### config.mk
export PLATFORM = sky130hd
export DESIGN_NAME = ifu_prefetch_flat
export DESIGN_NICKNAME = d
export VERILOG_FILES = /design/src/rtl/ifu_prefetch_pkg.sv /design/src/rtl/ifu_prefetch_if.sv /design/src/rtl/ifu_prefetch_buf.sv /design/src/rtl/ifu_prefetch.sv /design/src/flat_wrapper.sv
export SDC_FILE = /design/constraint.sdc
export NUM_CORES = 1
export LEC_CHECK = 0
export ABC_AREA = 1
export ABC_CLOCK_PERIOD_IN_PS = 5130
export CORE_MARGIN = 5
export CORE_UTILIZATION = 25
export DETAILED_ROUTE_END_ITERATION = 7
export SKIP_LAST_GASP = 1
export SLEW_MARGIN = 20
export SYNTH_ARGS = -nofsm -noshare
export SYNTH_HDL_FRONTEND = slang
export SYNTH_SLANG_ARGS = --single-unit
export TNS_END_PERCENT = 50
### constraint.sdc
create_clock -name clk -period 5.13 [get_ports clk]
set_input_delay 0.513 -clock clk [delete_from_list [all_inputs] [get_ports clk]]
set_output_delay 0.513 -clock clk [all_outputs]
set_load 0.01 [all_outputs]
### src/rtl/ifu_prefetch_pkg.sv
// rtl/ifu_prefetch_pkg.sv - shared widths, depth and helpers for the instruction prefetch unit
package ifu_prefetch_pkg;

    // Fetch address and instruction widths used across the front end.
    localparam int INST_ADDR_W = 32;
    localparam int INST_W      = 32;

    // Default prefetch buffer depth, also the cap on outstanding requests.
    localparam int FETCH_DEPTH = 4;

    // Width of a counter that must hold 0..depth inclusive.
    function automatic int cnt_width(input int depth);
        return $clog2(depth) + 1;
    endfunction

    // Width of the discard counter: stale responses can exceed one buffer's worth
    // when redirects land while older discards are still outstanding.
    function automatic int drop_width(input int depth);
        return $clog2(2 * depth) + 1;
    endfunction

endpackage

### src/rtl/ifu_prefetch_if.sv
// rtl/ifu_prefetch_if.sv - redirect, memory request/response and IF/ID output bundle
//
// Signals:
//   redirect, redirect_pc      flush request and new fetch address
//   req_valid/req_ready/req_addr  word fetch request to instruction memory
//   rsp_valid/rsp_data         in-order instruction response, no backpressure
//   out_valid/out_ready/out_inst/out_pc  instruction stream to IF/ID
// Modports:
//   master  the prefetch unit
//   slave   memory, pipeline and redirect source
interface ifu_prefetch_if #(
    parameter int ADDR_W = 32,
    parameter int DATA_W = 32
);
    logic              redirect;
    logic [ADDR_W-1:0] redirect_pc;
    logic              req_valid;
    logic              req_ready;
    logic [ADDR_W-1:0] req_addr;
    logic              rsp_valid;
    logic [DATA_W-1:0] rsp_data;
    logic              out_valid;
    logic              out_ready;
    logic [DATA_W-1:0] out_inst;
    logic [ADDR_W-1:0] out_pc;

    modport master (
        input  redirect, redirect_pc, req_ready, rsp_valid, rsp_data, out_ready,
        output req_valid, req_addr, out_valid, out_inst, out_pc
    );

    modport slave (
        output redirect, redirect_pc, req_ready, rsp_valid, rsp_data, out_ready,
        input  req_valid, req_addr, out_valid, out_inst, out_pc
    );
endinterface

### src/rtl/ifu_prefetch_buf.sv
// rtl/ifu_prefetch_buf.sv - in-order {pc, inst, filled} buffer with alloc/fill/read pointers
//
// Ports:
//   clk, rst          clock, synchronous active-high reset
//   flush             drop every entry and rewind all pointers
//   alloc, alloc_pc   reserve the next entry for an accepted request
//   fill, fill_data   write the oldest unfilled entry with its instruction
//   pop               consumer takes the head entry (ignored unless it is filled)
//   head_valid/head_pc/head_inst  head entry state
//   alloc_cnt         entries allocated and not yet freed (0..DEPTH)
//   unfilled_cnt      entries allocated whose response has not yet arrived
import ifu_prefetch_pkg::*;

module ifu_prefetch_buf #(
    parameter int ADDR_W = INST_ADDR_W,
    parameter int DATA_W = INST_W,
    parameter int DEPTH  = FETCH_DEPTH,
    localparam int PTR_W = $clog2(DEPTH),
    localparam int CNT_W = cnt_width(DEPTH)
) (
    input  logic              clk,
    input  logic              rst,
    input  logic              flush,
    input  logic              alloc,
    input  logic [ADDR_W-1:0] alloc_pc,
    input  logic              fill,
    input  logic [DATA_W-1:0] fill_data,
    input  logic              pop,
    output logic              head_valid,
    output logic [ADDR_W-1:0] head_pc,
    output logic [DATA_W-1:0] head_inst,
    output logic [CNT_W-1:0]  alloc_cnt,
    output logic [CNT_W-1:0]  unfilled_cnt
);

    logic [ADDR_W-1:0] pc_q   [DEPTH];
    logic [DATA_W-1:0] inst_q [DEPTH];
    logic [DEPTH-1:0]  filled_q;
    logic [PTR_W-1:0]  wr_ptr;
    logic [PTR_W-1:0]  fill_ptr;
    logic [PTR_W-1:0]  rd_ptr;
    logic [CNT_W-1:0]  alloc_cnt_q;
    logic [CNT_W-1:0]  unfilled_q;
    logic              do_pop;

    // Only a filled head can leave; the consumer's ready alone frees nothing.
    assign do_pop = pop && filled_q[rd_ptr];

    always_ff @(posedge clk) begin
        if (rst) begin
            for (int i = 0; i < DEPTH; i++) begin
                pc_q[i]   <= '0;
                inst_q[i] <= '0;
            end
            filled_q    <= '0;
            wr_ptr      <= '0;
            fill_ptr    <= '0;
            rd_ptr      <= '0;
            alloc_cnt_q <= '0;
            unfilled_q  <= '0;
        end else if (flush) begin
            filled_q    <= '0;
            wr_ptr      <= '0;
            fill_ptr    <= '0;
            rd_ptr      <= '0;
            alloc_cnt_q <= '0;
            unfilled_q  <= '0;
        end else begin
            if (alloc) begin
                pc_q[wr_ptr] <= alloc_pc;
                wr_ptr       <= wr_ptr + PTR_W'(1);
            end
            // Fill and pop always target different entries: fill lands on an
            // unfilled entry, pop requires a filled one.
            if (fill) begin
                inst_q[fill_ptr]   <= fill_data;
                filled_q[fill_ptr] <= 1'b1;
                fill_ptr           <= fill_ptr + PTR_W'(1);
            end
            if (do_pop) begin
                filled_q[rd_ptr] <= 1'b0;
                rd_ptr           <= rd_ptr + PTR_W'(1);
            end
            alloc_cnt_q <= alloc_cnt_q + CNT_W'(alloc) - CNT_W'(do_pop);
            unfilled_q  <= unfilled_q + CNT_W'(alloc) - CNT_W'(fill);
        end
    end

    assign head_valid   = filled_q[rd_ptr];
    assign head_pc      = pc_q[rd_ptr];
    assign head_inst    = inst_q[rd_ptr];
    assign alloc_cnt    = alloc_cnt_q;
    assign unfilled_cnt = unfilled_q;

endmodule

### src/rtl/ifu_prefetch.sv
// rtl/ifu_prefetch.sv - instruction prefetch unit between instruction memory and IF/ID
//
// Owns the fetch PC, issues in-order word requests, buffers up to DEPTH
// {pc, inst} pairs and presents them in order. A redirect flushes the buffer,
// counts in-flight responses to discard, and restarts at the new word address.
//
// Ports:
//   clk   clock, rising edge
//   rst   synchronous active-high reset
//   bus   ifu_prefetch_if.master: redirect/redirect_pc in, req_* to memory,
//         rsp_* from memory, out_* to IF/ID
import ifu_prefetch_pkg::*;

module ifu_prefetch #(
    parameter int                ADDR_W   = INST_ADDR_W,
    parameter int                DATA_W   = INST_W,
    parameter int                DEPTH    = FETCH_DEPTH,
    parameter logic [ADDR_W-1:0] RESET_PC = '0
) (
    input  logic           clk,
    input  logic           rst,
    ifu_prefetch_if.master bus
);

    localparam int CNT_W  = cnt_width(DEPTH);
    localparam int DROP_W = drop_width(DEPTH);

    logic [ADDR_W-1:0] pc_q;
    logic [DROP_W-1:0] drop_cnt_q;
    logic [CNT_W-1:0]  alloc_cnt;
    logic [CNT_W-1:0]  unfilled_cnt;
    logic              req_valid;
    logic              issue;
    logic              rsp_keep;

    // No request in the redirect cycle: its address would be the stale pc.
    assign req_valid = !rst && !bus.redirect && (alloc_cnt < CNT_W'(DEPTH));
    assign issue     = req_valid && bus.req_ready;

    // A response belongs to a live entry only once every stale one is gone.
    assign rsp_keep  = bus.rsp_valid && (drop_cnt_q == '0) && !bus.redirect;

    assign bus.req_valid = req_valid;
    assign bus.req_addr  = pc_q;

    always_ff @(posedge clk) begin
        if (rst) begin
            pc_q       <= RESET_PC;
            drop_cnt_q <= '0;
        end else if (bus.redirect) begin
            pc_q <= bus.redirect_pc & ~ADDR_W'(3);
            // Everything still owed by memory becomes stale; a response arriving
            // this very cycle is consumed here, so it comes off the total.
            drop_cnt_q <= drop_cnt_q + DROP_W'(unfilled_cnt) - DROP_W'(bus.rsp_valid);
        end else begin
            if (issue) begin
                pc_q <= pc_q + ADDR_W'(4);
            end
            if (bus.rsp_valid && (drop_cnt_q != '0)) begin
                drop_cnt_q <= drop_cnt_q - DROP_W'(1);
            end
        end
    end

    ifu_prefetch_buf #(
        .ADDR_W (ADDR_W),
        .DATA_W (DATA_W),
        .DEPTH  (DEPTH)
    ) u_buf (
        .clk          (clk),
        .rst          (rst),
        .flush        (bus.redirect),
        .alloc        (issue),
        .alloc_pc     (pc_q),
        .fill         (rsp_keep),
        .fill_data    (bus.rsp_data),
        .pop          (bus.out_ready),
        .head_valid   (bus.out_valid),
        .head_pc      (bus.out_pc),
        .head_inst    (bus.out_inst),
        .alloc_cnt    (alloc_cnt),
        .unfilled_cnt (unfilled_cnt)
    );

endmodule

### src/flat_wrapper.sv
// flat-port wrapper written by rule: the top's interface ports become plain ports
module ifu_prefetch_flat 
#(
    parameter int                ADDR_W   = INST_ADDR_W,
    parameter int                DATA_W   = INST_W,
    parameter int                DEPTH    = FETCH_DEPTH,
    parameter logic [ADDR_W-1:0] RESET_PC = '0
)
  (clk, rst, bus_redirect, bus_redirect_pc, bus_req_ready, bus_rsp_valid, bus_rsp_data, bus_out_ready, bus_req_valid, bus_req_addr, bus_out_valid, bus_out_inst, bus_out_pc);
  ifu_prefetch_if #(.ADDR_W(ADDR_W), .DATA_W(DATA_W)) bus_i ();
  input  logic clk;
  input  logic rst;
  input wire logic [$bits(bus_i.redirect)-1:0] bus_redirect;
  input wire logic [$bits(bus_i.redirect_pc)-1:0] bus_redirect_pc;
  input wire logic [$bits(bus_i.req_ready)-1:0] bus_req_ready;
  input wire logic [$bits(bus_i.rsp_valid)-1:0] bus_rsp_valid;
  input wire logic [$bits(bus_i.rsp_data)-1:0] bus_rsp_data;
  input wire logic [$bits(bus_i.out_ready)-1:0] bus_out_ready;
  output wire logic [$bits(bus_i.req_valid)-1:0] bus_req_valid;
  output wire logic [$bits(bus_i.req_addr)-1:0] bus_req_addr;
  output wire logic [$bits(bus_i.out_valid)-1:0] bus_out_valid;
  output wire logic [$bits(bus_i.out_inst)-1:0] bus_out_inst;
  output wire logic [$bits(bus_i.out_pc)-1:0] bus_out_pc;
  assign bus_i.redirect = bus_redirect;
  assign bus_i.redirect_pc = bus_redirect_pc;
  assign bus_i.req_ready = bus_req_ready;
  assign bus_i.rsp_valid = bus_rsp_valid;
  assign bus_i.rsp_data = bus_rsp_data;
  assign bus_i.out_ready = bus_out_ready;
  assign bus_req_valid = bus_i.req_valid;
  assign bus_req_addr = bus_i.req_addr;
  assign bus_out_valid = bus_i.out_valid;
  assign bus_out_inst = bus_i.out_inst;
  assign bus_out_pc = bus_i.out_pc;
  ifu_prefetch #(.ADDR_W(ADDR_W), .DATA_W(DATA_W), .DEPTH(DEPTH), .RESET_PC(RESET_PC)) u_core (.clk(clk), .rst(rst), .bus(bus_i));
endmodule
==> qor.txt, run 1 <==
crit path kind - register to primary output
max_cap viols - 0
initial antenna violation count - 0
Inst Count DP - 2,367
Reg clk slew, reported paths - 60 ps
Post-Layout Cell Count - 2,428
post-synthesis compound-gate area fraction - 10.1%
Setup WS pre-CTS - 1390 ps
r2r setup slk - 2370 ps
CP peak stage delay - 710 ps
share of cells above drive strength 1 - 6.07%
Max Slew Vio Count - 0
Initial Util - 25.3%
ANT cells - 0
hold path depth - 2
asr flop ratio synth - 0%
Routability Congestion - 0.819
post-CTS setup buffer count - 0
fin nets - 1,747
GR peak layer - met2
Lkg Pwr - 6.62 nW
Max Freq - 265 MHz
FF-to-FF End - u_core.u_buf.inst_q[3][18]
largest net degree at the start of global routing - 77
Post-Syn Area - 14,000 sq um
clock root cell - clkbuf_16
Final setup viols - 0
H-tree depth - 2
Pwr Density - 336 nW/um^2
DR vias - 11,000
final worst slack - 1350 ps
crit path max fanout - 70
min Tclk post-route - 3780 ps
final wirelength - 40.9 mm
Synth Warn # - 0
Setup crit start kind - register
Synth cell types - 35
DR iter-0 viols - 783
Reg-to-Reg Start - u_core.drop_cnt_q[0]
vias in the first global route - 10,900
setup tns final - 0 ps
Rel. slew slack - 42.6%
Hold Path End - u_core.drop_cnt_q[1]
Post-Synthesis Cells - 1,518
TritonCTS clock tree - built
combinational family with the most area after synthesis - simple AND/OR/NAND/NOR gates
sequential element share of the synthesized area - 60.6%
DR DRC count - 0
Crit. End Element - primary output
post-synthesis adder-cell area fraction - 2.13%
HPWL after DPL - 25.8 mm
simple-gate portion of the synthesized area - 19.8%
Worst Reg-to-Reg Cells - 9
EDFF count, synth - 248
run status - complete, no violations
Die X-Extent - 247 um
Cell Chain, Critical Path - buf_4 -> o21ai_0 -> o22ai_1 -> clkdlybuf4s50_1
# rows - 86
Hold Vio Cnt, Final - 0
mux contribution to synthesized area - 0%
main flop type after synthesis - edfxtp_1
TritonCTS Buffers - 34
GR Overflow Total - 0
via/cell ratio - 4.54
PortBufs - 161
CP arrival - 3260 ps
Hold Buf Count CTS - 0
Post-Syn Area per Cell - 9.23 sq um
Clock Latency Late Sink - 530 ps
Tcrit/Tclk final - 73.6%
DR WL/cell - 16.9 um
worst vdd ir - 0.180 mV
met1 Track Usage GR - 16.6%
clock tree buffer depth - 3
Area growth syn-to-layout - 25.1%
RSZ-0062 raised after global routing - false
first-pass GRT wire length - 62.2 mm
FF+latch count, synth - 300
worst hold path type - register to register
Core Area - 55,300 sq um
dpl cell area - 16,400 sq um
Power Total - 5.89 mW
Hold Path Origin - u_core.drop_cnt_q[1]
fillers - 5,787
antenna violation net count after detailed routing - 0
Synth Area in XOR/XNOR - 0.500%
Global Route Usage Sum - 13.0%
clk sink count - 300
met3 Track Usage GR - 2.64%
die area - 60,900 sq um
met2 usage - 22.6%
CTS resizes - 0
Clock Skew - 20.2 ps
Worst-Margin Slew - 857 ps
IO Count - 168
1st-pass router iterations - 5
slowest cell on the critical path - dfxtp_4
critical path required time - 4620 ps
Die Height - 247 um
fin area - 17,500 sq um
## state kept, by name (all words and copies together) (netlist names), named ones only
| name | count |
|---|---|
| u_core.u_buf.inst_q | 128 |
| u_core.u_buf.pc_q | 120 |
| u_core.bus.req_addr | 30 |
| u_core.drop_cnt_q | 4 |
| u_core.u_buf.filled_q | 4 |
| u_core.u_buf.alloc_cnt | 3 |
| u_core.u_buf.unfilled_cnt | 3 |
| u_core.u_buf.fill_ptr | 2 |
| u_core.u_buf.rd_ptr | 2 |
| u_core.u_buf.wr_ptr | 2 |
## worst max path at each step
stage,startpoint,slack [ps],end
finish,register,1350,bus_out_pc[18]
global route,register,1200,bus_out_pc[2]
CTS,register,840,bus_out_inst[19]
detailed placement,register,1390,bus_out_inst[19]
global placement,register,1410,bus_out_inst[8]
floorplan,u_core.drop_cnt_q[0],1070,u_core.u_buf.inst_q[3][0]
## cell usage after synthesis, drive strengths merged, types with 19 or more instances
master / count / area (sq um)
nand2: 175 / 659
ha: 19 / 238
inv: 144 / 541
o22ai: 62 / 388
nor3: 33 / 170
dfxtp: 52 / 1040
nand3: 49 / 258
o21ai: 157 / 786
nor2: 425 / 1620
edfxtp: 248 / 7450
clkbuf: 43 / 161
a21oi: 32 / 160
buf: 46 / 259
## critical path, delay by kind of cell (launching register included)
kind	cells	cell delay, ps
buf+inv	2	1290
flops	1	710
compound gates	2	630
## metal layers
layer  routed length, um  share of wire [%]
met2               20000                 49
met4                 787                1.9
met3                2470                6.0
met5                   0                  0
met1               17700                 43
## through the flow
stage	util, %	hold slack, ps
2_1_floorplan	-	439
5_1_grt	31.7	491
3_5_place_dp	29.7	458
4_1_cts	31.7	466
6_report	31.7	461
3_3_place_gp	29.7	449
## final cells by class
cell class | instances | area [sq um] | share of cell area [%]
clock buffer | 39 | 901 | 5.14
clock inverter | 22 | 221 | 1.26
timing repair buffer | 187 | 1820 | 10.4
tap | 748 | 936 | 5.34
sequential | 300 | 8490 | 48.5
inverter | 144 | 543 | 3.10
multi-input combinational | 988 | 4610 | 26.3
## cells by family after synthesis
| family | count (synthesis) |
|---|---|
| AOI/OAI and AO/OA | 263 |
| xor gates and xnor gates | 8 |
| adders and majority gates | 22 |
| buffers and inverters | 233 |
| DFF | 300 |
| other | 1 |
| and+or+nand+nor | 691 |
## cells in the final DEF, fill, tap and decap left out, types with 25 or more instances in the layout
master and instances:
nor2_1 419, edfxtp_1 248, nand2_1 173, clkdlybuf4s50_1 161, o21ai_0 156, inv_1 139
o22ai_1 62, dfxtp_1 50, nand3_1 48, clkbuf_16 35, nor3_1 32, a21oi_1 32
buf_4 25
## where the power goes
part | internal (mW) | switching (mW) | total (mW)
sequential | 2.76 | 0.0604 | 2.82
clock | 1.47 | 0.996 | 2.46
combinational | 0.243 | 0.365 | 0.608
total | 4.47 | 1.42 | 5.89
No activity file was read; power rests on OpenSTA's default activity.
==> run 2, diff against run 1 <==
--- a/config.mk
+++ b/config.mk
@@ -6,7 +6,7 @@
 export NUM_CORES = 1
 export LEC_CHECK = 0
 export ABC_AREA = 1
-export ABC_CLOCK_PERIOD_IN_PS = 5130
+export ABC_CLOCK_PERIOD_IN_PS = 3400
 export CORE_MARGIN = 5
 export CORE_UTILIZATION = 25
 export DETAILED_ROUTE_END_ITERATION = 7
==> constraint.sdc (replaced) <==
create_clock -name clk -period 3.4 [get_ports clk]
set_input_delay 0.34 -clock clk [delete_from_list [all_inputs] [get_ports clk]]
set_output_delay 0.34 -clock clk [all_outputs]
set_load 0.01 [all_outputs]
==> run 2 against run 1 <==
  * Critical path depth increased by 1
  * Worst hold slack got worse by 96 ps
  * Global-route usage increased by 0.14 points
  * Worst setup slack got worse by 980 ps
  * Final area increased by 1.1%
  * Total power increased by 54%
  * Combinational power increased by 53%
  * Final cell count increased by 0.29%
  * Largest cell class unchanged
==> qor.txt, run 2 (synthesis results as in run 1) <==
Clock Skew - 38.8 ps (+18.6 ps)
PortBufs - 161 (unchanged)
Crit. End Element - primary output
Post-Layout Cell Count - 2,435 (+0.29%)
Tcrit/Tclk final - 89.1%
post-CTS setup buffer count - 0 (unchanged)
critical path required time - 3060 ps (-1560 ps)
met1 Track Usage GR - 16.6% (+0.017 points)
Die X-Extent - 247 um (unchanged)
IO Count - 168 (unchanged)
ANT cells - 0 (unchanged)
die area - 60,900 sq um (unchanged)
clock root cell - clkbuf_16
min Tclk post-route - 3030 ps
Reg clk slew, reported paths - 60 ps (about the same)
setup tns final - 0 ps (unchanged)
DR iter-0 viols - 712 (-9.1%)
Lkg Pwr - 6.70 nW (+1.3%)
worst hold path type - input pin to register
Hold Vio Cnt, Final - 0 (unchanged)
largest net degree at the start of global routing - 125 (+62%)
Biggest register - u_core.u_buf.inst_q
Final setup viols - 0 (unchanged)
met2 usage - 22.1% (-0.50 points)
clock tree buffer depth - 3 (unchanged)
max reg flops - 128 (unchanged)
antenna violation net count after detailed routing - 0 (unchanged)
HPWL after DPL - 26.5 mm (+2.6%)
CP arrival - 2690 ps (-570 ps)
Worst Reg-to-Reg Cells - 14 (+5)
H-tree depth - 2 (unchanged)
final wirelength - 40.8 mm (-0.44%)
worst vdd ir - 0.320 mV (+78%)
clk sink count - 300 (unchanged)
Worst-Margin Slew - 799 ps (-58.6 ps)
DR DRC count - 0 (unchanged)
crit path kind - register to primary output
DR WL/cell - 16.7 um (-0.73%)
Hold Path Origin - bus_redirect_pc[10]
RSZ-0062 raised after global routing - false
met3 Track Usage GR - 3.31% (+0.67 points)
first-pass GRT wire length - 63.3 mm (+1.6%)
fillers - 5,765 (-0.38%)
initial antenna violation count - 0 (unchanged)
Inst Count DP - 2,374 (+0.30%)
Area growth syn-to-layout - 26.5%
crit path max fanout - 54 (-23%)
final worst slack - 372 ps (-982 ps)
r2r setup slk - 820 ps (-1550 ps)
share of cells above drive strength 1 - 6.16% (+0.093 points)
1st-pass router iterations - 6 (+1)
max_cap viols - 0 (unchanged)
Reg-to-Reg Start - u_core.drop_cnt_q[0]
Core Area - 55,300 sq um (unchanged)
TritonCTS clock tree - built
GR peak layer - met2
Hold Buf Count CTS - 0 (unchanged)
Max Slew Vio Count - 0 (unchanged)
DR vias - 11,100 (+0.88%)
Rel. slew slack - 46.8% (+4.1 points)
via/cell ratio - 4.57 (+0.59%)
fin nets - 1,754 (+0.40%)
vias in the first global route - 11,200 (+3.1%)
# rows - 86 (unchanged)
CTS resizes - 0 (unchanged)
run status - complete, no violations
Setup WS pre-CTS - 596 ps (-797 ps)
Die Height - 247 um (unchanged)
TritonCTS Buffers - 34 (unchanged)
Initial Util - 25.3% (unchanged)
Global Route Usage Sum - 13.2% (+0.14 points)
hold path depth - 3 (+1)
Hold Path End - u_core.bus.req_addr[10]
Max Freq - 330 MHz
Routability Congestion - 0.814 (-0.63%)
most frequent cells in the layout - 419 x nor2_1, 248 x edfxtp_1, 173 x nand2_1, 161 x clkdlybuf4s50_1, 156 x o21ai_0
commonest non-fill, non-tap cell in the layout - nor2_1
FF-to-FF End - u_core.u_buf.unfilled_cnt[2]
Setup crit start kind - register
Pwr Density - 512 nW/um^2 (+52%)
GR Overflow Total - 0 (unchanged)
Clock Latency Late Sink - 560 ps (+30 ps)
-- run 2: cell types whose count changed in the layout (fill, tap and decap cells not counted), moves of 2 or more --
cell       before  now
clkinv_16       0    2
inv_6           2    0
clkinv_2        9    5
buf_12          1    7
clkbuf_1        3    7
bufinv_16       4    6
-- run 2: worst max path at each step --
stage,start,end,slack (ps),cells past startpoint
after floorplan,bus_redirect,u_core.u_buf.pc_q[3][10],-380,5
after global placement,bus_redirect,u_core.u_buf.alloc_cnt[2],600,10
after detailed placement,bus_redirect,u_core.u_buf.alloc_cnt[2],600,10
after CTS,register,bus_out_inst[28],310,5
after global routing,register,bus_out_inst[28],220,5
final,register,bus_out_inst[20],370,5
-- run 2: per-stage QoR --
stage | instance area (sq um) | hold slack [ps] | total power, mW | utilization (%)
6_report | 17700 | 365 | 9.08 | 32.1
5_1_grt | 17700 | 358 | 9.46 | 32.1
4_1_cts | 17700 | 324 | 9.20 | 32.1
3_5_place_dp | 16500 | 452 | 5.27 | 29.9
3_3_place_gp | 16500 | 449 | 5.24 | 29.9
2_1_floorplan | 14000 | 439 | 4.80 | -
-- run 2: area by class of cell --
type | instances | area, sq um | share of cell area (%)
timing repair buffer | 194 | 1950 | 11.0
clock inverter | 19 | 307 | 1.73
clock buffer | 42 | 891 | 5.02
tap | 748 | 936 | 5.28
multi-input combinational | 988 | 4610 | 26.0
sequential | 300 | 8490 | 47.9
inverter | 144 | 542 | 3.06
-- run 2: power by group --
part,internal (mW),switching [mW]
Sequential,4.16,0.0914
Combinational,0.375,0.554
Clock,2.36,1.55
-- run 2: per-layer routing --
metal	share of wire (%)	vias up
met4	2.9	0
met1	42	5325
li1	-	5353
met3	7.4	72
met2	48	376
met5	0	-
-- run 2: worst max-delay path, cell delays in order (launching register included) --
cell	delay (ps)
dfxtp_4	360
clkinv_2	520
buf_12	420
o21ai_0	180
o22ai_1	130
clkdlybuf4s50_1	510
==> run 3, diff against run 2 <==
--- a/config.mk
+++ b/config.mk
@@ -10,6 +10,7 @@
 export CORE_MARGIN = 5
 export CORE_UTILIZATION = 25
 export DETAILED_ROUTE_END_ITERATION = 7
+export GPL_TIMING_DRIVEN = 0
 export SKIP_LAST_GASP = 1
 export SLEW_MARGIN = 20
 export SYNTH_ARGS = -nofsm -noshare
==> run 3 against run 2 <==
  * Count of clock-buffer cells in the layout grew 2
  * Non-clock buffer count grew 65
  * Clock skew shrank 16 ps
  * Utilization grew 0.25 points
  * Routed wire length grew 8.6%
  * Via count grew 3.3%
  * Flip-flop and latch count is the same
  * Combinational power grew 4.8%
  * Final area grew 0.79%
  * First-iteration DRC count grew 57%
  * Critical endpoint is now bus_out_pc[7]
==> qor.txt, run 3 (synthesis results as in run 1) <==
DR vias - 11,500 (+3.3%)
initial antenna violation count - 0 (unchanged)
crit path kind - register to primary output
Routability Congestion - 0.876 (+7.7%)
DR iter-0 viols - 1,119 (+57%)
Clock Latency Late Sink - 520 ps (-40 ps)
Tcrit/Tclk final - 97.2% (+8.1 points)
antenna violation net count after detailed routing - 0 (unchanged)
run status - complete, no violations
fin nets - 1,819 (+3.7%)
Area growth syn-to-layout - 27.5%
Worst-Margin Slew - 681 ps (-118 ps)
fin area - 17,900 sq um (+0.79%)
commonest non-fill, non-tap cell in the layout - nor2_1
dpl cell area - 16,800 sq um (+1.7%)
Max Slew Vio Count - 0 (unchanged)
Lkg Pwr - 6.76 nW (+0.88%)
Max Freq - 303 MHz (-8.3%)
# rows - 86 (unchanged)
Power Total - 8.72 mW (-4.0%)
crit path max fanout - 10 (-81%)
Pwr Density - 488 nW/um^2 (-4.8%)
vias in the first global route - 11,200 (-0.40%)
1st-pass router iterations - 6 (unchanged)
HPWL after DPL - 31.7 mm (+20%)
via/cell ratio - 4.60 (+0.64%)
TritonCTS clock tree - built
most frequent cells in the layout - 419 x nor2_1, 248 x edfxtp_1, 169 x nand2_1, 160 x clkdlybuf4s50_1, 156 x o21ai_0
IO Count - 168 (unchanged)
GR Overflow Total - 0 (unchanged)
final worst slack - 96.5 ps (-276 ps)
Hold WS - 382 ps (+16.7 ps)
largest net degree at the start of global routing - 27 (-78%)
final wirelength - 44.3 mm (+8.6%)
clock root cell - clkbuf_16
min Tclk post-route - 3300 ps (+276 ps)
Initial Util - 25.3% (unchanged)
worst vdd ir - 0.276 mV (-14%)
Reg clk slew, reported paths - 60 ps (about the same)
Core Area - 55,300 sq um (unchanged)
worst hold path type - input pin to register
share of cells above drive strength 1 - 7.42% (+1.3 points)
Rel. slew slack - 54.6% (+7.9 points)
TritonCTS Buffers - 34 (unchanged)
Biggest register - u_core.u_buf.inst_q
ANT cells - 0 (unchanged)
H-tree depth - 2 (unchanged)
Die Height - 247 um (unchanged)
fin util - 32.3% (+0.25 points)
clk sink count - 300 (unchanged)
Hold Vio Cnt, Final - 0 (unchanged)
Clock Skew - 23.2 ps (-15.6 ps)
first-pass GRT wire length - 66.6 mm (+5.2%)
post-CTS setup buffer count - 0 (unchanged)
RSZ-0062 raised after global routing - true
r2r setup slk - 510 ps (-310 ps)
max_cap viols - 0 (unchanged)
PortBufs - 160 (-0.62%)
Setup crit start kind - register
DR DRC count - 0 (unchanged)
die area - 60,900 sq um (unchanged)
Crit. End Element - primary output
clock tree buffer depth - 3 (unchanged)
Final setup viols - 0 (unchanged)
CP arrival - 2960 ps (+270 ps)
Global Route Usage Sum - 14.1% (+0.91 points)
Die X-Extent - 247 um (unchanged)
Setup WS pre-CTS - 86.8 ps (-509 ps)
DR WL/cell - 17.7 um (+5.8%)
critical path required time - 3060 ps (about the same)
fillers - 5,769 (+0.069%)
max reg flops - 128 (unchanged)
## run 3: layout make-up
cell class,instances,area (sq um),share of cell area (%)
buffer,88,429,2.40
clock buffer,44,908,5.08
clock inverter,16,129,0.721
inverter,144,544,3.05
multi-input combinational,988,4630,25.9
sequential,300,8490,47.5
tap,748,936,5.24
timing repair buffer,171,1800,10.1
## run 3: worst paths after layout
kind	endpoint	startpoint	cells after the start
worst max-delay path	bus_out_pc[7]	register	6
worst min-delay path	u_core.bus.req_addr[7]	bus_redirect_pc[7]	3
worst min register to register	u_core.drop_cnt_q[1]	u_core.drop_cnt_q[1]	2
worst max register to register	u_core.u_buf.inst_q[0][17]	u_core.drop_cnt_q[0]	10
## run 3: timing repair
item                                    in CTS  in global routing
cloned                                       0                  0
hold buffers                                 0                  0
pin swaps                                    0                  0
endpoints found under the setup margin      23                 20
resized for setup                            7                  6
## run 3: routing by layer
layer  track usage, %  wire length (um)  part of all wire, %  vias to the layer above
li1                 -                 -                    -                     5491
met1             18.7             18000                   41                     5414
met2             23.1             21000                   47                      513
met3             3.22              4170                  9.4                       73
met4             3.95              1150                  2.6                        0
met5                0                 0                    0                        -
## run 3: stage by stage
stage	setup TNS (ps)	cells
finish	0	2499
global route	-8.83	2499
CTS	-40.8	2499
detailed placement	0	2440
global placement	-190350	2429
floorplan	-11500	1521
## run 3: critical path: stages (launching register included)
cell and delay [ps]:
dfxtp_1 300, clkbuf_1 360, buf_2 390, clkbuf_2 360
nor2_1 100, o22ai_1 320, clkdlybuf4s50_1 610
## run 3: report_power, final
part	leakage, nW	total (mW)	internal (mW)	switching (mW)
Clock	0.505	3.49	2.03	1.45
Combinational	3.27	0.974	0.396	0.578
Sequential	2.98	4.26	4.16	0.0950
Total	6.76	8.72	6.59	2.13
